--- src/rtl/stage_fifo.sv ---
// Elastic multi-entry buffer between two pipeline stages.
// Valid/ready on both sides, synchronous flush, occupancy outputs.
module stage_fifo #(
  parameter int WIDTH     = 32,
  parameter int DEPTH     = 2,
  parameter bit FULL_PASS = 1'b0,
  localparam int CW = $clog2(DEPTH + 1),
  localparam int PW = (DEPTH > 1) ? $clog2(DEPTH) : 1
) (
  input  logic             clk_in,
  input  logic             reset_in,
  input  logic             cpu_halt,
  input  logic             pipe_flush,
  input  logic             in_valid,
  input  logic [WIDTH-1:0] in_data,
  output logic             in_rdy,
  output logic             out_valid,
  output logic [WIDTH-1:0] out_data,
  input  logic             out_rdy,
  output logic [CW-1:0]    count_out,
  output logic             full_out,
  output logic             empty_out
);

  logic [WIDTH-1:0] mem_q [DEPTH];
  logic [PW-1:0]    rd_q, rd_d;
  logic [PW-1:0]    wr_q, wr_d;
  logic [CW-1:0]    cnt_q, cnt_d;
  logic             full, empty;
  logic             push, pop;

  function automatic logic [PW-1:0] nxt(
    input logic [PW-1:0] p
  );
    // explicit wrap so non-power-of-2 depths work
    return (p == PW'(DEPTH - 1)) ? '0 : p + PW'(1);
  endfunction

  assign full  = (cnt_q == CW'(DEPTH));
  assign empty = (cnt_q == '0);
  assign pop   = ~empty & out_rdy;
  assign push  = in_valid & in_rdy;

  assign in_rdy = reset_in & ~cpu_halt
                & ~pipe_flush
                & (~full | (FULL_PASS & pop));

  assign out_valid = ~empty;
  assign out_data  = empty ? '0 : mem_q[rd_q];
  assign count_out = cnt_q;
  assign full_out  = full;
  assign empty_out = empty;

  always_comb begin
    rd_d  = rd_q;
    wr_d  = wr_q;
    cnt_d = cnt_q;
    if (pipe_flush) begin
      rd_d  = '0;
      wr_d  = '0;
      cnt_d = '0;
    end else begin
      if (pop)  rd_d = nxt(rd_q);
      if (push) wr_d = nxt(wr_q);
      unique case ({push, pop})
        2'b10:   cnt_d = cnt_q + CW'(1);
        2'b01:   cnt_d = cnt_q - CW'(1);
        default: cnt_d = cnt_q;
      endcase
    end
  end

  always_ff @(posedge clk_in or negedge reset_in) begin
    if (!reset_in) begin
      rd_q  <= '0;
      wr_q  <= '0;
      cnt_q <= '0;
    end else begin
      rd_q  <= rd_d;
      wr_q  <= wr_d;
      cnt_q <= cnt_d;
    end
  end

  // payload storage needs no reset; it is masked while empty
  always_ff @(posedge clk_in) begin
    if (push) mem_q[wr_q] <= in_data;
  end

endmodule

--- config.mk ---
export PLATFORM = sky130hd
export DESIGN_NAME = stage_fifo
export DESIGN_NICKNAME = d
export VERILOG_FILES = /design/src/rtl/stage_fifo.sv
export SDC_FILE = /design/constraint.sdc
export NUM_CORES = 1
export LEC_CHECK = 0
export CORE_ASPECT_RATIO = 1.25
export CORE_MARGIN = 3
export CORE_UTILIZATION = 40
export CTS_BUF_LIST = sky130_fd_sc_hd__clkbuf_8 sky130_fd_sc_hd__clkbuf_16
export CTS_CLUSTER_SIZE = 40
export DETAILED_ROUTE_END_ITERATION = 10
export PLACE_DENSITY = 0.78
export REMOVE_ABC_BUFFERS = 1
export SETUP_SLACK_MARGIN = 0.3
export SLEW_MARGIN = 25
export SYNTH_ARGS = -nofsm -noshare
export SYNTH_HDL_FRONTEND = slang
export SYNTH_SLANG_ARGS = --single-unit
--- constraint.sdc ---
create_clock -name clk_in -period 4.6 [get_ports clk_in]
set_input_delay 0.69 -clock clk_in [delete_from_list [all_inputs] [get_ports clk_in]]
set_output_delay 0.69 -clock clk_in [all_outputs]
set_load 0.05 [all_outputs]
==> results of run 1 <==
==> worst register-to-register path, cell delays in order (launching register included) <==
cell     delay [ns]
dfrtp_1        0.44
nor2b_1        0.23
or3_1          0.39
inv_1          0.44
buf_4          0.38
==> logic make-up after synthesis <==
logic type,Yosys count
flip-flops,68
buffers and inverters,10
AND/OR/NAND/NOR,46
multiplexers,32
XOR/XNOR,1
AO/OA/AOI/OAI,6
==> path summary, 6_finish.rpt <==
kind	start	endpoint	slack (ns)	cells after the start
setup / recovery	count_out[0]	empty_out	1.34	3
hold / removal	wr_q	wr_q	0.57	2
setup reg to reg	count_out[1]	mem_q[0][24]	2.40	4
hold reg to reg	wr_q	wr_q	0.57	2
max in group asynchronous	reset_in	rd_q	3.79	1
min in group asynchronous	reset_in	wr_q	0.59	1
==> registers in the layout (all words and copies together), names as in the netlist <==
signal,count
mem_q,64
count_out,2
rd_q,1
wr_q,1
==> synthesized netlist by cell type <==
cell | instances | area, um2
a21oi_1 | 1 | 5.00
nand3b_1 | 1 | 7.51
a31oi_1 | 1 | 6.26
xor2_1 | 1 | 8.76
or3_1 | 1 | 6.26
nor3b_1 | 1 | 7.51
nor2b_1 | 2 | 12.5
nand2_1 | 2 | 7.51
edfxtp_1 | 64 | 1920
buf_2 | 8 | 40.0
mux2i_1 | 32 | 320
a2111oi_2 | 1 | 15.0
nor4bb_1 | 1 | 10.0
o21ai_0 | 3 | 15.0
nand4bb_1 | 1 | 11.3
dfrtp_1 | 4 | 100
nor2_1 | 35 | 131
nor4b_1 | 1 | 8.76
nor4_1 | 1 | 6.26
inv_1 | 2 | 7.51
==> metrics by stage <==
step	instance area, um2	std cells	hold slack (ns)	setup slack [ns]	total power [mW]
2_1_floorplan	2610	155	0.394	0.552	0.751
3_3_place_gp	3500	319	0.538	1.48	0.808
3_5_place_dp	3500	319	0.561	1.40	0.811
4_1_cts	3700	335	0.570	1.26	1.27
5_1_grt	3700	335	0.575	1.13	1.31
6_report	3700	335	0.565	1.34	1.26
==> power by group through the flow <==
stage / clock [mW] / sequential, mW / combinational (mW)
final: 0.461 / 0.690 / 0.106
after global routing: 0.507 / 0.691 / 0.112
after CTS: 0.475 / 0.690 / 0.107
after detailed placement: 0 / 0.704 / 0.107
after global placement: 0 / 0.704 / 0.105
after floorplan: 0 / 0.704 / 0.0469
==> routing by layer <==
metal  track usage  vias up  share of wire
li1              -      767              -
met1         0.141      751           0.36
met2         0.247       50           0.56
met3        0.0605        6          0.063
met4        0.0754        0          0.019
met5             0        -              0
==> cell type report <==
class,instances,share of cell area
tap,85,0.0288
sequential,68,0.547
clock inverter,7,0.0183
timing repair buffer,79,0.211
multi-input combinational,85,0.159
clock buffer,9,0.0335
inverter,2,0.00203
==> cell usage in the layout (no fill, tap or decap) <==
cell	n
clkinv_4	1
inv_1	2
clkinv_2	2
nand4bb_1	1
clkinvlp_4	2
a21oi_1	1
clkbuf_8	9
a2111oi_2	1
nor2b_1	2
nor2_1	34
a31oi_1	1
nor2_2	1
dfrtp_2	1
nand2_1	2
dfrtp_1	3
edfxtp_1	64
nor3b_2	1
nand3b_1	1
mux2i_1	32
xor2_1	1
clkdlybuf4s50_1	75
buf_4	4
bufinv_16	1
clkinv_1	1
o21ai_0	3
or3_1	1
nor4b_1	1
nor4bb_1	1
nor4_1	1
==> flow_summary.toml, run 1 <==
[status]
status = "finished, final reports clean"

[cells_and_area]
nets = 283
seq_area_mm2 = 0.00202
drive_gt1_frac = 0.0920
diodes = 0
area_growth_pct = 39.5
utilization = 0.588
multi_input_area_um2 = 587
fill_cells = 516

[detailed_routing]
firstDrtPassIters = 4
via_per_inst = 4.70
ant_nets = 0
route.vias.total = 1574
drt-initial-drc-count = 69
post-route-drc-count = 0
wirelength_um = 4980
wl_per_cell_um = 14.9

[setup_path]
cp.arrival_ns = 2.57
path_class = "flip-flop to output pin"
crit_path_max_fanout = 18
crit_slowest_cell = "clkdlybuf4s50_1"
crit_chain = "nor2_2, buf_4, clkdlybuf4s50_1"
critPathTopFamily = "buffers and inverters"
cp_num_buf_inv = 2
end_kind = "output pin"
worstSetupStartpointType = "flip-flop"
cpPeakStageDelay_ns = 0.84
required_ns = 3.91

[die]
num_rows = 32
die_x_um = 78.8
die-area_mm2 = 0.00764
initial_utilization = 0.421
core_area_mm2 = 0.00629
pin_count = 76
die_h_um = 97.0

[synth]
synthAdderAreaFrac = 0
synth_top_family_by_area = "multiplexers"
synth_xor_xnor_area_share = 0.00331
synthSimpleGateAreaFrac = 0.0789
syn_area_mm2 = 0.00265
yosysSeqAreaShare = 0.763
netlist_instances = 163
synthMuxAreaShare = 0.121
ys_seq_elements = 68
syn_avg_cell_area_um2 = 16.3
yosys_warnings = 0
synth_compound_area_frac = 0.0156
synth_cell_types = 20

[global_routing]
grt-ovfl-total = 0
grt.total_usage = 0.142
grt_pass1_wl_um = 8080
first_global_vias = 1755
grt_start_max_net_pins = 34
antenna_found_initial = 0

[clock_network]
cts_root_buf = "clkbuf_8"
cts_repair_resize_count = 0
clock-sinks = 68
clk_latency_ns = 0.33
clockBufferDepth = 2
tritoncts = "yes"
clk_pin_slew_worst_paths_ns = 0.07
holdBufCountCts = 0
cts_max_level = 3
cts_made_buffers = 9
cts_setup_buffers = 0

[sta]
maxSlewViolCount = 0
timing.final.crit_share = 0.709
maxSlewHeadroom = 0.356
skew_ns = 0.00596
finalSetupViolations = 0
fmax_mhz = 307
tns_ns = 0
hold_viol_final = 0
rsz0062_at_grt = "false"
worst_pin_slew_ns = 0.965
finalCriticalPeriod_ns = 3.26

[power_and_ir_drop]
p_leak_nw = 1.18
p_int_mw = 0.982
ir_drop_uv = 311
power_frac_comb = 0.084
swShare = 0.219
clkPwrFrac = 0.367
p_seq_frac = 0.549
switchingPower_mw = 0.275
power.density_mw_per_mm2 = 340

[job]
drv_cap = 0

[place]
port_buffers = 75
hpwlAfterDp_um = 3420
gp_congestion = 0.676

[hold_path]
min_path_type = "flip-flop to flip-flop"
No activity file was read; power rests on OpenSTA's default activity.
==> run 2, diff against run 1 <==
==> constraint.sdc (replaced) <==
create_clock -name clk_in -period 3.3 [get_ports clk_in]
set_input_delay 0.495 -clock clk_in [delete_from_list [all_inputs] [get_ports clk_in]]
set_output_delay 0.495 -clock clk_in [all_outputs]
set_load 0.05 [all_outputs]
==> run 2 against run 1 <==
Clock skew hardly changed. Design area is 1.0% higher. Critical path type unchanged. Register-to-register slack worse by 1.0 ns. Sequential power is 39% higher. Global-route usage is 0.71 points lower.
==> flow_summary.toml, run 2 (same netlist as run 1, synthesis figures left out) <==
[setup_path]
crit_path_max_fanout = 33
crit_chain = "buf_4, mux2i_1, nor2_1, clkdlybuf4s50_1"
cpPeakStageDelay_ns = 0.82
worstSetupStartpointType = "flip-flop"
cp.arrival_ns = 2.28
cp_num_buf_inv = 2
path_depth = 4
path_class = "flip-flop to output pin"
end_kind = "output pin"
crit_slowest_cell = "clkdlybuf4s50_1"
critPathTopFamily = "buffers and inverters"
required_ns = 2.80
reg2reg_depth = 4
reg2reg_slack_ns = 1.39

[place]
gp_congestion = 0.649
place_worst_setup_slack_ns = 0.545
port_buffers = 75
hpwlAfterDp_um = 3170

[clock_network]
cts_setup_buffers = 0
cts_repair_resize_count = 0
clk_latency_ns = 0.33
cts_made_buffers = 9
cts_max_level = 3
holdBufCountCts = 0
cts_root_buf = "clkbuf_8"
clk_pin_slew_worst_paths_ns = 0.07
clockBufferDepth = 2
tritoncts = "yes"
clock-sinks = 68

[die]
core_area_mm2 = 0.00629
die_h_um = 97.0
initial_utilization = 0.421
pin_count = 76
num_rows = 32
die_x_um = 78.8
die-area_mm2 = 0.00764

[cells_and_area]
largest_register_ffs = 64
mostFrequentLayoutCells = "75 x clkdlybuf4s50_1, 64 x edfxtp_1, 34 x nor2_1"
top_register = "mem_q"
fill_cells = 521
area_growth_pct = 41.0
nets = 285
drive_gt1_frac = 0.103
final_common_cell = "clkdlybuf4s50_1"
diodes = 0

[global_routing]
first_global_vias = 1644
antenna_found_initial = 0
grt-ovfl-total = 0
grt_start_max_net_pins = 34
grt_pass1_wl_um = 7730
grt.total_usage = 0.135

[sta]
finalSetupViolations = 0
maxSlewViolCount = 0
finalCriticalPeriod_ns = 2.77
hold_viol_final = 0
fmax_mhz = 361
rsz0062_at_grt = "false"
timing.final.crit_share = 0.839
maxSlewHeadroom = 0.623
hold_ws_ns = 0.402
worst_pin_slew_ns = 0.566
fin_ws_ns = 0.530
skew_ns = 0.00611

[detailed_routing]
top_layer_used = "met4"
ant_nets = 0
via_per_inst = 4.77
wl_met1_um = 1770
drt-initial-drc-count = 37
route.vias.total = 1609
wl_met3_um = 243
firstDrtPassIters = 4
wl_met2_um = 2580
wl_per_cell_um = 14.0
wirelength_um = 4720
post-route-drc-count = 0

[status]
status = "finished, final reports clean"

[job]
drv_cap = 0

[power_and_ir_drop]
ir_drop_uv = 291
p_leak_nw = 1.21
power.density_mw_per_mm2 = 490
power_mw = 1.83

[hold_path]
min_path_type = "input pin to async pin"
[run 2: metrics by stage]
stage	cell area (um2)	std cells	setup TNS [ns]	util
3_3_place_gp	3520	321	0	0.560
6_report	3730	337	0	0.594
4_1_cts	3730	337	0	0.594
3_5_place_dp	3520	321	0	0.560
2_1_floorplan	2610	155	-32.63	-
5_1_grt	3730	337	0	0.594
[run 2: layer usage]
metal	GRT usage	up-vias
met5	0	-
met2	0.225	52
met4	0.0861	0
li1	-	774
met3	0.0382	10
met1	0.148	773
[run 2: area by class of cell]
class | count | area, um2 | share of cell area
multi-input cells | 85 | 587 | 0.157
clock buffers | 9 | 124 | 0.0332
inverters | 2 | 7.51 | 0.00201
well taps | 85 | 106 | 0.0285
repair buffers | 81 | 796 | 0.213
clock inverters | 7 | 91.3 | 0.0245
flip-flops and latches | 68 | 2020 | 0.542
[run 2: path summary, 6_finish.rpt]
kind	end	start
max	out_data[26]	rd_q
min	count_out[1]	reset_in
max reg2reg	mem_q[0][3]	count_out[1]
min reg2reg	wr_q	wr_q
max in group asynchronous	rd_q	reset_in
min in group clk_in	wr_q	wr_q
[run 2: worst register-to-register path, stage by stage, from the launching register on]
cell	delay, ns
dfrtp_1	0.46
nor2b_1	0.25
or3_1	0.39
inv_1	0.07
buf_4	0.38
[run 2: power by group]
part           switching [mW]  internal [mW]
sequential            0.00310          0.954
combinational          0.0806         0.0720
clock                   0.300          0.422
==> run 3, diff against run 2 <==
--- a/config.mk
+++ b/config.mk
@@ -11,7 +11,7 @@
 export CTS_BUF_LIST = sky130_fd_sc_hd__clkbuf_8 sky130_fd_sc_hd__clkbuf_16
 export CTS_CLUSTER_SIZE = 40
 export DETAILED_ROUTE_END_ITERATION = 10
-export PLACE_DENSITY = 0.78
+export PLACE_DENSITY = 0.81
 export REMOVE_ABC_BUFFERS = 1
 export SETUP_SLACK_MARGIN = 0.3
 export SLEW_MARGIN = 25
==> constraint.sdc (replaced) <==
create_clock -name clk_in -period 2.5 [get_ports clk_in]
set_input_delay 0.375 -clock clk_in [delete_from_list [all_inputs] [get_ports clk_in]]
set_output_delay 0.375 -clock clk_in [all_outputs]
set_load 0.05 [all_outputs]
==> run 3 against run 2 <==
Count of clock-buffer cells in the layout did not move. Global-route usage rose by 0.31 points. Design area fell by 0.84%. Critical endpoint is now in_rdy. Clock power rose by 31%. Setup slack got worse by 0.11 ns. Largest power group unchanged.
==> flow_summary.toml, run 3 (same netlist as run 1, synthesis figures left out) <==
[place]
port_buffers = 75
gp_congestion = 0.690
place_area_mm2 = 0.00348
hpwlAfterDp_um = 3420

[sta]
hold_ws_ns = 0.347
rsz0062_at_grt = "false"
finalSetupViolations = 0
timing.final.crit_share = 0.830
maxSlewViolCount = 0
maxSlewHeadroom = 0.640
finalCriticalPeriod_ns = 2.08
fmax_mhz = 482
hold_viol_final = 0
skew_ns = 0.00969
worst_pin_slew_ns = 0.533

[cells_and_area]
diodes = 0
largest_register_ffs = 64
drive_gt1_frac = 0.244
final_common_cell = "edfxtp_1"
area_growth_pct = 39.8
top_register = "mem_q"
nets = 287
mostFrequentLayoutCells = "64 x edfxtp_1, 40 x buf_4, 39 x clkdlybuf4s50_1"
fin_area_mm2 = 0.00370

[clock_network]
cts_root_buf = "clkbuf_8"
clk_latency_ns = 0.34
holdBufCountCts = 0
cts_made_buffers = 9
clockBufferDepth = 2
cts_max_level = 3
clk_pin_slew_worst_paths_ns = 0.06
cts_setup_buffers = 0
clock-sinks = 68
tritoncts = "yes"

[power_and_ir_drop]
swShare = 0.210
ir_drop_uv = 626
power_frac_comb = 0.083
p_leak_nw = 1.29
switchingPower_mw = 0.507
clkPwrFrac = 0.392
p_seq_frac = 0.524
p_int_mw = 1.91
power.density_mw_per_mm2 = 653

[die]
core_area_mm2 = 0.00629
die_h_um = 97.0
num_rows = 32
die_x_um = 78.8
die-area_mm2 = 0.00764
initial_utilization = 0.421
pin_count = 76

[detailed_routing]
firstDrtPassIters = 4
via_per_inst = 4.69
wl_per_cell_um = 14.4
route.vias.total = 1591
drt-initial-drc-count = 62
post-route-drc-count = 0
ant_nets = 0
wirelength_um = 4900

[global_routing]
grt_start_max_net_pins = 33
grt_pass1_wl_um = 7870
first_global_vias = 1626
antenna_found_initial = 0
grt.total_usage = 0.138
grt-ovfl-total = 0

[setup_path]
crit_path_max_fanout = 7
path_class = "flip-flop to output pin"
end_kind = "output pin"
required_ns = 2.12
worstSetupStartpointType = "flip-flop"
cp.arrival_ns = 1.70

[job]
drv_cap = 0

[status]
status = "finished, final reports clean"

[hold_path]
min_path_type = "input pin to async pin"
==> run 3: changes by cell type in the layout (fill, tap and decap cells not counted), sizes merged <==
cell	previous run	this run
dlygate4sd2	0	1
clkdlybuf4s50	75	39
clkinv	4	3
buf	6	43
clkinvlp	1	2
==> run 3: per-layer routing <==
metal,track usage,wire (um)
met1,0.159,1930
met2,0.232,2580
met3,0.0447,321
met4,0.0606,68
met5,0,0
==> run 3: final timing paths <==
path                               from           end  slack (ns)  cells past startpoint
max                        count_out[1]        in_rdy        0.42                      3
min                            reset_in          rd_q        0.35                      2
max reg2reg                count_out[1]  mem_q[0][25]        0.77                      4
min reg2reg                        wr_q          wr_q        0.58                      2
max in group asynchronous      reset_in          rd_q        2.04                      2
min in group clk_in                wr_q          wr_q        0.58                      2
==> run 3: final cells by class <==
cell class | count | area, um2
tap | 85 | 106
inverter | 2 | 7.51
multi-input combinational | 85 | 589
sequential | 68 | 2030
clock buffer | 9 | 124
fill | 495 | 2580
clock inverter | 7 | 91.3
timing repair buffer | 83 | 759
==> run 3: metrics by stage <==
stage	utilization	std cells	TNS (ns)	worst slack, ns	power, mW
floorplan	-	155	-86.47	-1.55	1.38
global placement	0.554	323	0	0.353	1.49
detailed placement	0.554	323	0	0.254	1.50
CTS	0.588	339	0	0.302	2.44
global route	0.589	339	0	0.324	2.50
finish	0.589	339	0	0.424	2.42
==> run 3: critical path, cell delays in order (launching register included) <==
cell and delay [ns]:
dfrtp_1 0.45, nor2b_2 0.23, nor4b_1 0.48, buf_12 0.21
==> run 3: power groups by stage <==
| stage | Combinational, mW | Sequential (mW) | Clock [mW] |
|---|---|---|---|
| floorplan | 0.0864 | 1.30 | 0 |
| global placement | 0.200 | 1.29 | 0 |
| detailed placement | 0.204 | 1.29 | 0 |
| CTS | 0.205 | 1.27 | 0.974 |
| global route | 0.214 | 1.27 | 1.02 |
| finish | 0.202 | 1.27 | 0.949 |
==> run 3: timing repair <==
item,in CTS,in global routing
endpoints found under the setup margin,1,18
resized for setup,1,2
endpoints found under the hold margin,0,0
gates cloned,0,0
